File: config.mk
export PLATFORM = sky130hd
export DESIGN_NAME = dport_capture_fifo
export DESIGN_NICKNAME = d
export VERILOG_FILES = /design/src/rtl/dport_capture_fifo.sv
export SDC_FILE = /design/constraint.sdc
export NUM_CORES = 1
export LEC_CHECK = 0
export ABC_AREA = 1
export CORE_MARGIN = 4
export CORE_UTILIZATION = 55
export DETAILED_ROUTE_END_ITERATION = 7
export GPL_TIMING_DRIVEN = 0
export PLACE_DENSITY_LB_ADDON = 0.25
export SLEW_MARGIN = 25
export SYNTH_ARGS = -nofsm -noshare
export SYNTH_HDL_FRONTEND = slang
export SYNTH_SLANG_ARGS = --single-unit
File: constraint.sdc
create_clock -name clk -period 3.13 [get_ports clk]
set_clock_uncertainty 0.2 [all_clocks]
set_input_delay 0.626 -clock clk [delete_from_list [all_inputs] [get_ports clk]]
set_output_delay 0.626 -clock clk [all_outputs]
set_load 0.03 [all_outputs]
File: src/rtl/dport_capture_fifo.sv
// Capture FIFO for the system data port: buffers core output bytes, drains them
// over a valid/ready stream, tracks run/flush/finish from done and counts drops.
module dport_capture_fifo #(
  parameter int unsigned WIDTH = 8,
  parameter int unsigned DEPTH = 16,
  localparam int unsigned AW = $clog2(DEPTH)
) (
  input  logic             clk,
  input  logic             rst,
  input  logic             wr_en,
  input  logic [WIDTH-1:0] wr_data,
  input  logic             done_in,
  output logic [WIDTH-1:0] out_data,
  output logic             out_valid,
  input  logic             out_ready,
  output logic [AW:0]      count,
  output logic             overflow,
  output logic             late_write,
  output logic [7:0]       drop_count,
  output logic             finished
);

  typedef enum logic [1:0] {
    S_RUN      = 2'd0,
    S_FLUSH    = 2'd1,
    S_FINISHED = 2'd2
  } state_t;

  state_t           state;
  logic [WIDTH-1:0] mem [DEPTH];
  logic [AW-1:0]    wr_ptr;
  logic [AW-1:0]    rd_ptr;

  logic             full;
  logic             pop;
  logic             push;
  logic             drop_full;
  logic             drop_late;
  logic [AW:0]      count_next;

  // Push/pop qualification and next occupancy; only registered state feeds outputs.
  always_comb begin
    full       = (count == (AW+1)'(DEPTH));
    pop        = out_valid & out_ready;
    push       = (state == S_RUN) & wr_en & (~full | pop);
    drop_full  = (state == S_RUN) & wr_en & full & ~pop;
    drop_late  = (state != S_RUN) & wr_en;
    count_next = count;
    case ({push, pop})
      2'b10:   count_next = count + (AW+1)'(1);
      2'b01:   count_next = count - (AW+1)'(1);
      default: count_next = count;
    endcase
  end

  // Storage array; contents need no reset since out_data is gated by out_valid.
  always_ff @(posedge clk) begin
    if (push) begin
      mem[wr_ptr] <= wr_data;
    end
  end

  // First-word fall-through head; forced to zero whenever the FIFO is empty.
  assign out_data = out_valid ? mem[rd_ptr] : '0;

  // Pointers, occupancy, drop tracking and run/flush/finish state machine.
  always_ff @(posedge clk or negedge rst) begin
    if (!rst) begin
      state      <= S_RUN;
      wr_ptr     <= '0;
      rd_ptr     <= '0;
      count      <= '0;
      out_valid  <= 1'b0;
      overflow   <= 1'b0;
      late_write <= 1'b0;
      drop_count <= 8'd0;
      finished   <= 1'b0;
    end else begin
      if (push) begin
        wr_ptr <= wr_ptr + AW'(1);
      end
      if (pop) begin
        rd_ptr <= rd_ptr + AW'(1);
      end
      count     <= count_next;
      out_valid <= (count_next != '0);

      if (drop_full) begin
        overflow <= 1'b1;
      end
      if (drop_late) begin
        late_write <= 1'b1;
      end
      if ((drop_full | drop_late) && (drop_count != 8'hFF)) begin
        drop_count <= drop_count + 8'd1;
      end

      case (state)
        S_RUN: begin
          if (done_in) begin
            state <= S_FLUSH;
          end
        end
        S_FLUSH: begin
          if (count == '0) begin
            state    <= S_FINISHED;
            finished <= 1'b1;
          end
        end
        S_FINISHED: begin
          state <= S_FINISHED;
        end
        default: begin
          state <= S_RUN;
        end
      endcase
    end
  end

endmodule

==> results by group <==
Status
  – Status: completed

Timing
  – Worst-margin pin slew: about 0.88 ns
  – Final worst-path cycle share: 99.0%
  – Setup TNS: 0 ns
  – Final setup viols: 0
  – Tmin final: about 3.1 ns
  – PnR worst setup slack: about 0.032 ns
  – RSZ-0062 raised after global routing: yes
  – Peak Freq: roughly 320 MHz
  – Rel. slew slack: around two fifths
  – Final Hold Vio Count: 0
  – Slew Limit Fails: 0

Floorplanning
  – Total core area: 11,600 sq um
  – FP Rows: 39
  – Die width: around 120 um
  – Initial core utilization: between 50% and 60%
  – Die area: 13,900 sq um
  – Die height: around 120 um
  – Io pins: 38

Synthesis
  – Synthesized flop and latch total: 155
  – Ys flop type: edfxtp_1
  – Netlist cell types: 29
  – Post-synth top cells: 128 x edfxtp_1, 124 x nor2_1, 61 x nand2_1, 54 x o21ai_0, 30 x o211ai_1
  – Yosys top cell by area: edfxtp_1
  – Warnings from Yosys: 0
  – Post-synth EDFFs: between 100 and 150
  – Synth Cell Area: around 6600 sq um
  – Area fraction of the dominant cell type after synthesis: just under 60%
  – Seq/Total Area, Yosys: 68.2%
  – Most common cell in the synthesized netlist: edfxtp_1
  – Avg Cell Area, Syn: 11.5 sq um
  – Syn Inst Count: around 580
  – Top post-synthesis cells by area: edfxtp_1 58%, dfrtp_1 10%, nor2_1 7.0%, o21ai_0 4.1%, nand2_1 3.5%
  – Async S/R FF share, synth: approximately 17%
  – Syn_nets: 602

Final layout
  – Layout Cells excl Fill: around 800
  – Final core occ: between 60% and 70%
  – Ant. Diodes: 0
  – P&R area growth vs syn: 16.9%
  – Final net count: roughly 660
  – Share of cells above drive strength 1: 11.0%

Power
  – Max IR drop VDD: 593 uV
  – Pleak: 2.87 nW
  – Cell area power density: about 1000 nW/um^2
  – Overall Power: a little under 8 mW

Clocking
  – Hold buffers post-CTS: 0
  – Max Buffers Root-to-Sink: 2
  – Root Buffer: clkbuf_16
  – Worst-path clk slew: roughly 0.060 ns
  – Cts bufs inserted: 17
  – CTS tree: done
  – Later-pin clock latency in the skew report: around 0.42 ns
  – Clk sinks: roughly 160
  – H-tree depth: 4

Routing
  – DR WL/cell: 20.4 um
  – Pre-antenna DRT Iters: 5
  – Vias post-DR: between 4,000 and 5,000
  – Iteration-0 DRC Markers: 580
  – Routed vias/inst: slightly below 6
  – DRC: 0
  – Total wire length: ~16,000 um
  – Antenna viol nets, final: 0

Worst setup path
  – Worst path max stage delay: 0.40 ns
  – Critical path, cell by cell: buf_4, inv_1, clkbuf_4, o21ai_0, o211ai_1, nand3_1, a21oi_1, buf_4
  – Crit Path Class: reg -> out
  – CP Capture Type: output port
  – Buf/Inv on CP: 4
  – Cell family with most CP delay: buffers and inverters
  – Arr. time, crit path: approximately 2.3 ns
  – CP required: ~2.3 ns
  – Crit-path max FO: 10
  – CP most frequent cell: buf_4
  – Startpoint types: flop
  – Reg2Reg Setup Slack: between 0.3 and 0.4 ns
  – CP max-delay cell: dfrtp_1

GRT
  – Global-route wire length before repair: roughly 25,000 um
  – Vias in the first global route: about 4,600
  – Gr ovfl total: 0
  – Largest net degree at the start of global routing: 28
  – GRT Total Usage: 24.3%
  – Initial antenna violation count: 0

Place
  – Pre-CTS WS: -0.269 ns
  – DP HPWL: between 10,000 and 15,000 um
  – Placed cells: 757
  – Global placement routability congestion: between 0.9 and 1
  – # port buffers: 37

Worst hold path
  – HP Class: in -> async

Job
  – Max-cap violation count: 0
[report_power, final]
part | internal (mW) | switching, mW
Combinational | 1.09 | 2.19
Clock | 1.17 | 0.784
Sequential | 2.45 | 0.192
Total | 4.70 | 3.17
[cell type report]
type / instances / area, sq um
clock buffer: 20 / 437
buffer: 25 / 168
fill: 898 / 3860
inverter: 30 / 113
clock inverter: 12 / 125
tap: 143 / 179
timing repair buffer: 37 / 338
multi-input combinational: 367 / 1870
sequential: 155 / 4520
[path summary, 6_finish.rpt]
kind / startpoint / endpoint / cells past startpoint
setup / recovery: rd_ptr[1]$_DFFE_PN0P_ / out_data[3] / 8
min in group clk: finished$_DFFE_PN0P_ / finished$_DFFE_PN0P_ / 1
setup reg to reg: state[0]$_DFFE_PN0P_ / out_valid$_DFF_PN0_ / 16
hold / removal: rst / drop_count[1]$_DFFE_PN0P_ / 1
max in group asynchronous: rst / rd_ptr[0]$_DFFE_PN0P_ / 1
hold reg to reg: finished$_DFFE_PN0P_ / finished$_DFFE_PN0P_ / 1
[sequential cells by signal (all words and copies together) (netlist names)]
register / cells
state: 2
finished: 1
overflow: 1
drop_count: 8
count: 5
wr_ptr: 4
out_valid: 1
late_write: 1
mem: 128
rd_ptr: 4
[worst register-to-register path: cells and delay by family (launching register included)]
kind | cells | cell delay, ns
buffers and inverters | 3 | 0.26
AOI/OAI and AO/OA | 1 | 0.10
and+or+nand+nor | 9 | 0.96
DFF | 1 | 0.39
adders and majority gates | 3 | 0.73
[timing repair]
action / CTS / global route
cloned: 0 / 0
gates resized for setup: 53 / 19
pin swaps: 4 / 4
setup endpoints to repair: 8 / 9
buffers inserted: 0 / 0
[kinds of logic after synthesis]
kind of cell / count (synthesis) / share of synthesized area (%)
xor gates and xnor gates: 14 / 1.96
and+or+nand+nor: 223 / 13.7
AOI/OAI and AO/OA: 118 / 10.1
DFF: 155 / 68.2
adders and majority gates: 12 / 2.26
buffers and inverters: 55 / 3.76
[through the flow]
| stage | area, sq um | hold slack [ns] |
|---|---|---|
| floorplan | 6630 | 0.130 |
| global placement | 7180 | 0.241 |
| detailed placement | 7170 | 0.248 |
| CTS | 7740 | 0.0402 |
| global route | 7750 | 0.0574 |
| finish | 7750 | 0.0253 |
[metal layers]
metal / part of all wire, % / vias up / global-route usage (%)
met5: 0 / - / 0
met4: 2.8 / 0 / 10.7
met3: 9.9 / 31 / 7.45
met2: 48 / 252 / 38.9
met1: 39 / 2200 / 30.8
li1: - / 2133 / -
[layout by cell type, fill, tap and decap left out]
| cell | netlist | routed |
|---|---|---|
| edfxtp_1 | 128 | 128 |
| nor2_1 | 124 | 124 |
| nand2_1 | 61 | 61 |
| o21ai_0 | 54 | 51 |
| o211ai_1 | 30 | 30 |
| inv_1 | 28 | 28 |
| clkdlybuf4s50_1 | 0 | 28 |
| nand3_1 | 27 | 27 |
| dfrtp_1 | 27 | 26 |
| o21ai_1 | 19 | 22 |
| clkbuf_16 | 0 | 17 |
| a21oi_1 | 13 | 12 |
| ha_1 | 12 | 12 |
| xor2_1 | 9 | 9 |
| buf_4 | 1 | 8 |
| buf_2 | 7 | 7 |
| clkbuf_1 | 12 | 7 |
| clkbuf_4 | 0 | 6 |
| clkbuf_2 | 0 | 5 |
| clkinv_2 | 0 | 5 |
| xnor2_1 | 4 | 4 |
| buf_6 | 4 | 4 |
| nand4_1 | 3 | 3 |
| clkinvlp_4 | 0 | 3 |
| nand3_2 | 2 | 2 |
| nor2_4 | 1 | 2 |
| nand2_2 | 2 | 2 |
| clkinv_4 | 0 | 2 |
| bufinv_16 | 0 | 2 |
| inv_2 | 1 | 1 |
| clkinv_1 | 1 | 1 |
| a21oi_2 | 0 | 1 |
| nor2_2 | 2 | 1 |
| xnor2_2 | 1 | 1 |
| o21ai_2 | 1 | 1 |
| nor3_1 | 1 | 1 |
| a21o_1 | 1 | 1 |
| dfrtp_2 | 0 | 1 |
(Power assumes the default switching activity.)
